<file path="src/rtl/pulse_sequencer.sv">
// Programmable pulse-train controller: optional start delay, then HIGH/LOW phases
// repeated for a latched pulse count or continuously until abort.
module pulse_sequencer #(
  parameter int CNT_W = 16,
  parameter int REP_W = 8
) (
  input  logic             clk_i,
  input  logic             rst_i,
  input  logic             start_i,
  input  logic             abort_i,
  input  logic [CNT_W-1:0] delay_i,
  input  logic [CNT_W-1:0] high_i,
  input  logic [CNT_W-1:0] low_i,
  input  logic [REP_W-1:0] repeat_i,
  output logic             pulse_o,
  output logic             busy_o,
  output logic             done_o,
  output logic [CNT_W-1:0] cnt_o,
  output logic [REP_W-1:0] pulses_o
);

  // state   | meaning
  // S_IDLE  | waiting for start, counter parked at 0
  // S_DELAY | counting the start delay
  // S_HIGH  | pulse output high
  // S_LOW   | pulse output low, decides repeat or finish at its end
  typedef enum logic [1:0] {
    S_IDLE  = 2'd0,
    S_DELAY = 2'd1,
    S_HIGH  = 2'd2,
    S_LOW   = 2'd3
  } state_t;

  state_t state_q, state_d;

  logic [CNT_W-1:0] cnt_q, cnt_d;
  logic [CNT_W-1:0] delay_q, delay_d;
  logic [CNT_W-1:0] high_q, high_d;
  logic [CNT_W-1:0] low_q, low_d;
  logic [REP_W-1:0] rep_q, rep_d;
  logic [REP_W-1:0] pulses_q, pulses_d;
  logic             pulse_q, pulse_d;
  logic             busy_q, busy_d;
  logic             done_q, done_d;

  logic [CNT_W-1:0] delay_last;
  logic [CNT_W-1:0] high_last;
  logic [CNT_W-1:0] low_last;
  logic [CNT_W-1:0] cnt_inc;

  // Terminal counts; zero-length high/low phases behave as one cycle.
  always_comb begin
    delay_last = delay_q - CNT_W'(1);
    high_last  = (high_q == '0) ? '0 : (high_q - CNT_W'(1));
    low_last   = (low_q == '0) ? '0 : (low_q - CNT_W'(1));
    cnt_inc    = cnt_q + CNT_W'(1);
  end

  always_comb begin
    state_d  = state_q;
    cnt_d    = cnt_q;
    delay_d  = delay_q;
    high_d   = high_q;
    low_d    = low_q;
    rep_d    = rep_q;
    pulses_d = pulses_q;
    done_d   = 1'b0;

    case (state_q)
      S_IDLE: begin
        cnt_d = '0;
        if (start_i && !abort_i) begin
          delay_d  = delay_i;
          high_d   = high_i;
          low_d    = low_i;
          rep_d    = repeat_i;
          pulses_d = '0;
          state_d  = (delay_i != '0) ? S_DELAY : S_HIGH;
        end
      end
      S_DELAY: begin
        if (cnt_q == delay_last) begin
          cnt_d   = '0;
          state_d = S_HIGH;
        end else begin
          cnt_d = cnt_inc;
        end
      end
      S_HIGH: begin
        if (cnt_q == high_last) begin
          cnt_d    = '0;
          pulses_d = pulses_q + REP_W'(1);
          state_d  = S_LOW;
        end else begin
          cnt_d = cnt_inc;
        end
      end
      S_LOW: begin
        if (cnt_q == low_last) begin
          cnt_d = '0;
          if ((rep_q != '0) && (pulses_q == rep_q)) begin
            state_d = S_IDLE;
            done_d  = 1'b1;
          end else begin
            state_d = S_HIGH;
          end
        end else begin
          cnt_d = cnt_inc;
        end
      end
      default: begin
        state_d = S_IDLE;
        cnt_d   = '0;
      end
    endcase

    // Abort overrides every phase transition and keeps the pulse tally.
    if (abort_i && (state_q != S_IDLE)) begin
      state_d  = S_IDLE;
      cnt_d    = '0;
      pulses_d = pulses_q;
      done_d   = 1'b0;
    end

    pulse_d = (state_d == S_HIGH);
    busy_d  = (state_d != S_IDLE);
  end

  always_ff @(posedge clk_i or posedge rst_i) begin
    if (rst_i) begin
      state_q  <= S_IDLE;
      cnt_q    <= '0;
      delay_q  <= '0;
      high_q   <= '0;
      low_q    <= '0;
      rep_q    <= '0;
      pulses_q <= '0;
      pulse_q  <= 1'b0;
      busy_q   <= 1'b0;
      done_q   <= 1'b0;
    end else begin
      state_q  <= state_d;
      cnt_q    <= cnt_d;
      delay_q  <= delay_d;
      high_q   <= high_d;
      low_q    <= low_d;
      rep_q    <= rep_d;
      pulses_q <= pulses_d;
      pulse_q  <= pulse_d;
      busy_q   <= busy_d;
      done_q   <= done_d;
    end
  end

  assign pulse_o  = pulse_q;
  assign busy_o   = busy_q;
  assign done_o   = done_q;
  assign cnt_o    = cnt_q;
  assign pulses_o = pulses_q;

endmodule

</file>
<file path="config.mk">
export PLATFORM = sky130hd
export DESIGN_NAME = pulse_sequencer
export DESIGN_NICKNAME = d
export VERILOG_FILES = /design/src/rtl/pulse_sequencer.sv
export SDC_FILE = /design/constraint.sdc
export NUM_CORES = 1
export LEC_CHECK = 0
export BUFFER_PORTS_ARGS = -buffer_cell sky130_fd_sc_hd__buf_2
export CORE_ASPECT_RATIO = 1.5
export CORE_UTILIZATION = 45
export CTS_BUF_LIST = sky130_fd_sc_hd__clkbuf_16
export CTS_CLUSTER_SIZE = 24
export DETAILED_ROUTE_END_ITERATION = 10
export PLACE_DENSITY = 0.68
export SKIP_LAST_GASP = 1
export SLEW_MARGIN = 20
export SYNTH_ARGS = -nofsm -noshare
export SYNTH_HDL_FRONTEND = slang
export SYNTH_SLANG_ARGS = --single-unit
</file>
<file path="constraint.sdc">
create_clock -name clk_i -period 4.3 [get_ports clk_i]
set_clock_uncertainty 0.15 [all_clocks]
set_input_delay 0.645 -clock clk_i [delete_from_list [all_inputs] [get_ports clk_i]]
set_output_delay 0.645 -clock clk_i [all_outputs]
set_load 0.01 [all_outputs]
</file>
==> results.toml <==
[drt]
num_vias = 5336
dr.pass1.iters = 5
first_iter_violations = 339
ant_nets = 0
viasPerCell = 6.077
drt-total-wl_um = 16370
route.detailed.drc = 0
post_drt_wl_per_cell_um = 18.64

[sta]
timing.setup.tns_ps = 0
timing.hold.ws_ps = 319.0
worst_slew_pin_slew_ps = 920.0
fin_crit_ps = 3909
finalHoldViolCount = 0
relSlewSlack_pct = 38.59
rsz0062_at_grt = "no"
max_freq_ghz = 0.2558
setup_viol = 0
drv_slew = 0
post-route-period-util_pct = 90.90

[die]
dieArea_um2 = 13620
num_rows = 51
core_um2 = 12890
start_util_pct = 45.90
dieWidth_um = 95.63
io_pins = 87
die_height_um = 142.4

[cells_and_area]
finish.utilization_pct = 52.42
synthToLayoutAreaGrowth_pct = 14.19
final_common_cell = "buf_2"
layout-drive-gt1-share_pct = 26.01
diodes = 0
finalNetCount = 779
layout_common_cells = "buf_2 (86), dfrtp_1 (85), mux2_2 (53), nor2_1 (51), nand2_1 (41)"

[clock_network]
h-tree-depth = 3
clk_pin_slew_ps = 70
insertion_delay_ps = 340
cts_tree = "built"
numCtsBuffers = 9
cts_hold_buf = 0
cts-root-buf = "clkbuf_16"
cts_buffer_depth = 2
clock_sinks = 85
cts_setup_buffers = 0
cts_resized = 0

[logic_synthesis]
ys_async_sr_fraction_pct = 100.0
synthCells = 648
ys_types = 70
synthesis.nets = 713
yosys_warnings = 0
avgSynthCellArea_um2 = 9.131
synth_area_leaders = "dfrtp_1 (36%), mux2_2 (10%), xor2_1 (5.0%)"
yosys.area.top_type = "dfrtp_1"
yosysSeqAreaShare_pct = 35.95
synth_seq_cells = 85
ys.flop_type = "dfrtp_1"
yosysTopAreaCellShare_pct = 35.95
syn_area_um2 = 5917
synth_edf_count = 0

[grt]
grt_pass1_wl_um = 26390
antenna_found_initial = 0
grt_max_degree = 53
grt_pass1_vias = 5336
track_usage_pct = 25.35
globalRouteOverflowTotal = 0

[critical_path]
rr_worst_depth = 11
r2r_end = "busy_o$_DFF_PP0_"
cpPeakStageDelay_ps = 680
endpoint_kind = "register"
crit_required_ps = 4370
cp.arrival_ps = 3970
path_buf_inv = 1
criticalPathCategory = "register to register"
critPathSlowestCell = "nor4b_2"
crit_fanout = 8
startpoint_type = "register"
worstPathCellList = "inv_1, ha_1, nor4b_2, and4_1, nor3_1, a31oi_1, o211ai_1, a211o_1, nor4_1, a211oi_2, or4_1"
r2r_start = "low_q[0]$_DFFE_PP0P_"
r2r_slack_ps = 390
cp_top_family = "simple AND/OR/NAND/NOR gates"

[power_and_ir_drop]
pwr_density_cell_nw_per_um2 = 392.4
leakagePower_nw = 2.808
irDropWorstVdd_mv = 0.1872

[flow_run]
maxCapViolCount = 0

[placed_design]
gp_congestion = 0.9130
dp_hpwl_um = 12150
io_buffers = 86

[run_status]
status = "complete, no violations"

[worst_hold_path]
hold_path_class = "input pin to asynchronous set/reset pin"
metal layers:
metal	global-route usage, %	share of wire (%)
met3	4.701	4.8
met4	14.38	4.8
met5	0	0
met1	29.28	39
met2	43.16	51
where the power goes:
| part | internal, mW | switching (mW) |
|---|---|---|
| combinational | 0.358 | 0.370 |
| sequential | 0.923 | 0.212 |
| clock | 0.451 | 0.338 |
cells in the mapped netlist, drive strengths merged (9+ instances only):
library cell and n:
nor3 27, nand4 16, and3 12, nand2 41, xor2 34, mux2 57
nor2 52, dfrtp 85, clkbuf 35, nand3 24, o21ai 31, or4 9
a21oi 19, xnor2 29, nor4 26, nor2b 15, inv 13
area by class of cell:
type | instances | area (um2)
multi-input cells | 510 | 3583
flip-flops and latches | 85 | 2127
clock buffers | 9 | 225.2
inverters | 13 | 50.05
fillers | 1256 | 6133
clock inverters | 7 | 73.82
well taps | 159 | 198.9
repair buffers | 95 | 498.0
worst max path at each step:
stage                               start                       to  slack [ps]  depth (start not counted)
finish               low_q[0]$_DFFE_PP0P_         busy_o$_DFF_PP0_         390                         11
global placement     low_q[0]$_DFFE_PP0P_         busy_o$_DFF_PP0_         620                         11
CTS                  low_q[0]$_DFFE_PP0P_         busy_o$_DFF_PP0_         440                         11
detailed placement   low_q[0]$_DFFE_PP0P_         busy_o$_DFF_PP0_         460                         11
global route         low_q[0]$_DFFE_PP0P_         busy_o$_DFF_PP0_         120                         11
floorplan           high_q[2]$_DFFE_PP0P_  pulses_o[3]$_DFFE_PP0P_         930                         11
state kept, by name (all words and copies together), names as in the netlist, 2 cells and up:
signal / count
cnt_o: 16
delay_q: 16
high_q: 16
low_q: 16
pulses_o: 8
rep_q: 8
state_q: 2
logic make-up after synthesis:
logic type | Yosys count | synth area share, %
AND/OR/NAND/NOR | 274 | 26.18
AO/OA/AOI/OAI | 108 | 12.54
flip-flops | 85 | 35.95
XOR/XNOR | 63 | 9.325
multiplexers | 60 | 11.36
buffers and inverters | 53 | 3.595
adder cells (fa/ha/maj) | 5 | 1.057
stage by stage:
step | instance area, um2 | worst slack, ps | instances | total power [mW]
6_report | 6756 | 391.3 | 878 | 2.651
3_3_place_gp | 6457 | 622.1 | 862 | 1.835
4_1_cts | 6756 | 443.3 | 878 | 2.665
3_5_place_dp | 6457 | 464.4 | 862 | 1.870
5_1_grt | 6756 | 117.1 | 878 | 2.800
2_1_floorplan | 5917 | 925.2 | 648 | 1.658
Power figures use the tool's default switching activity.
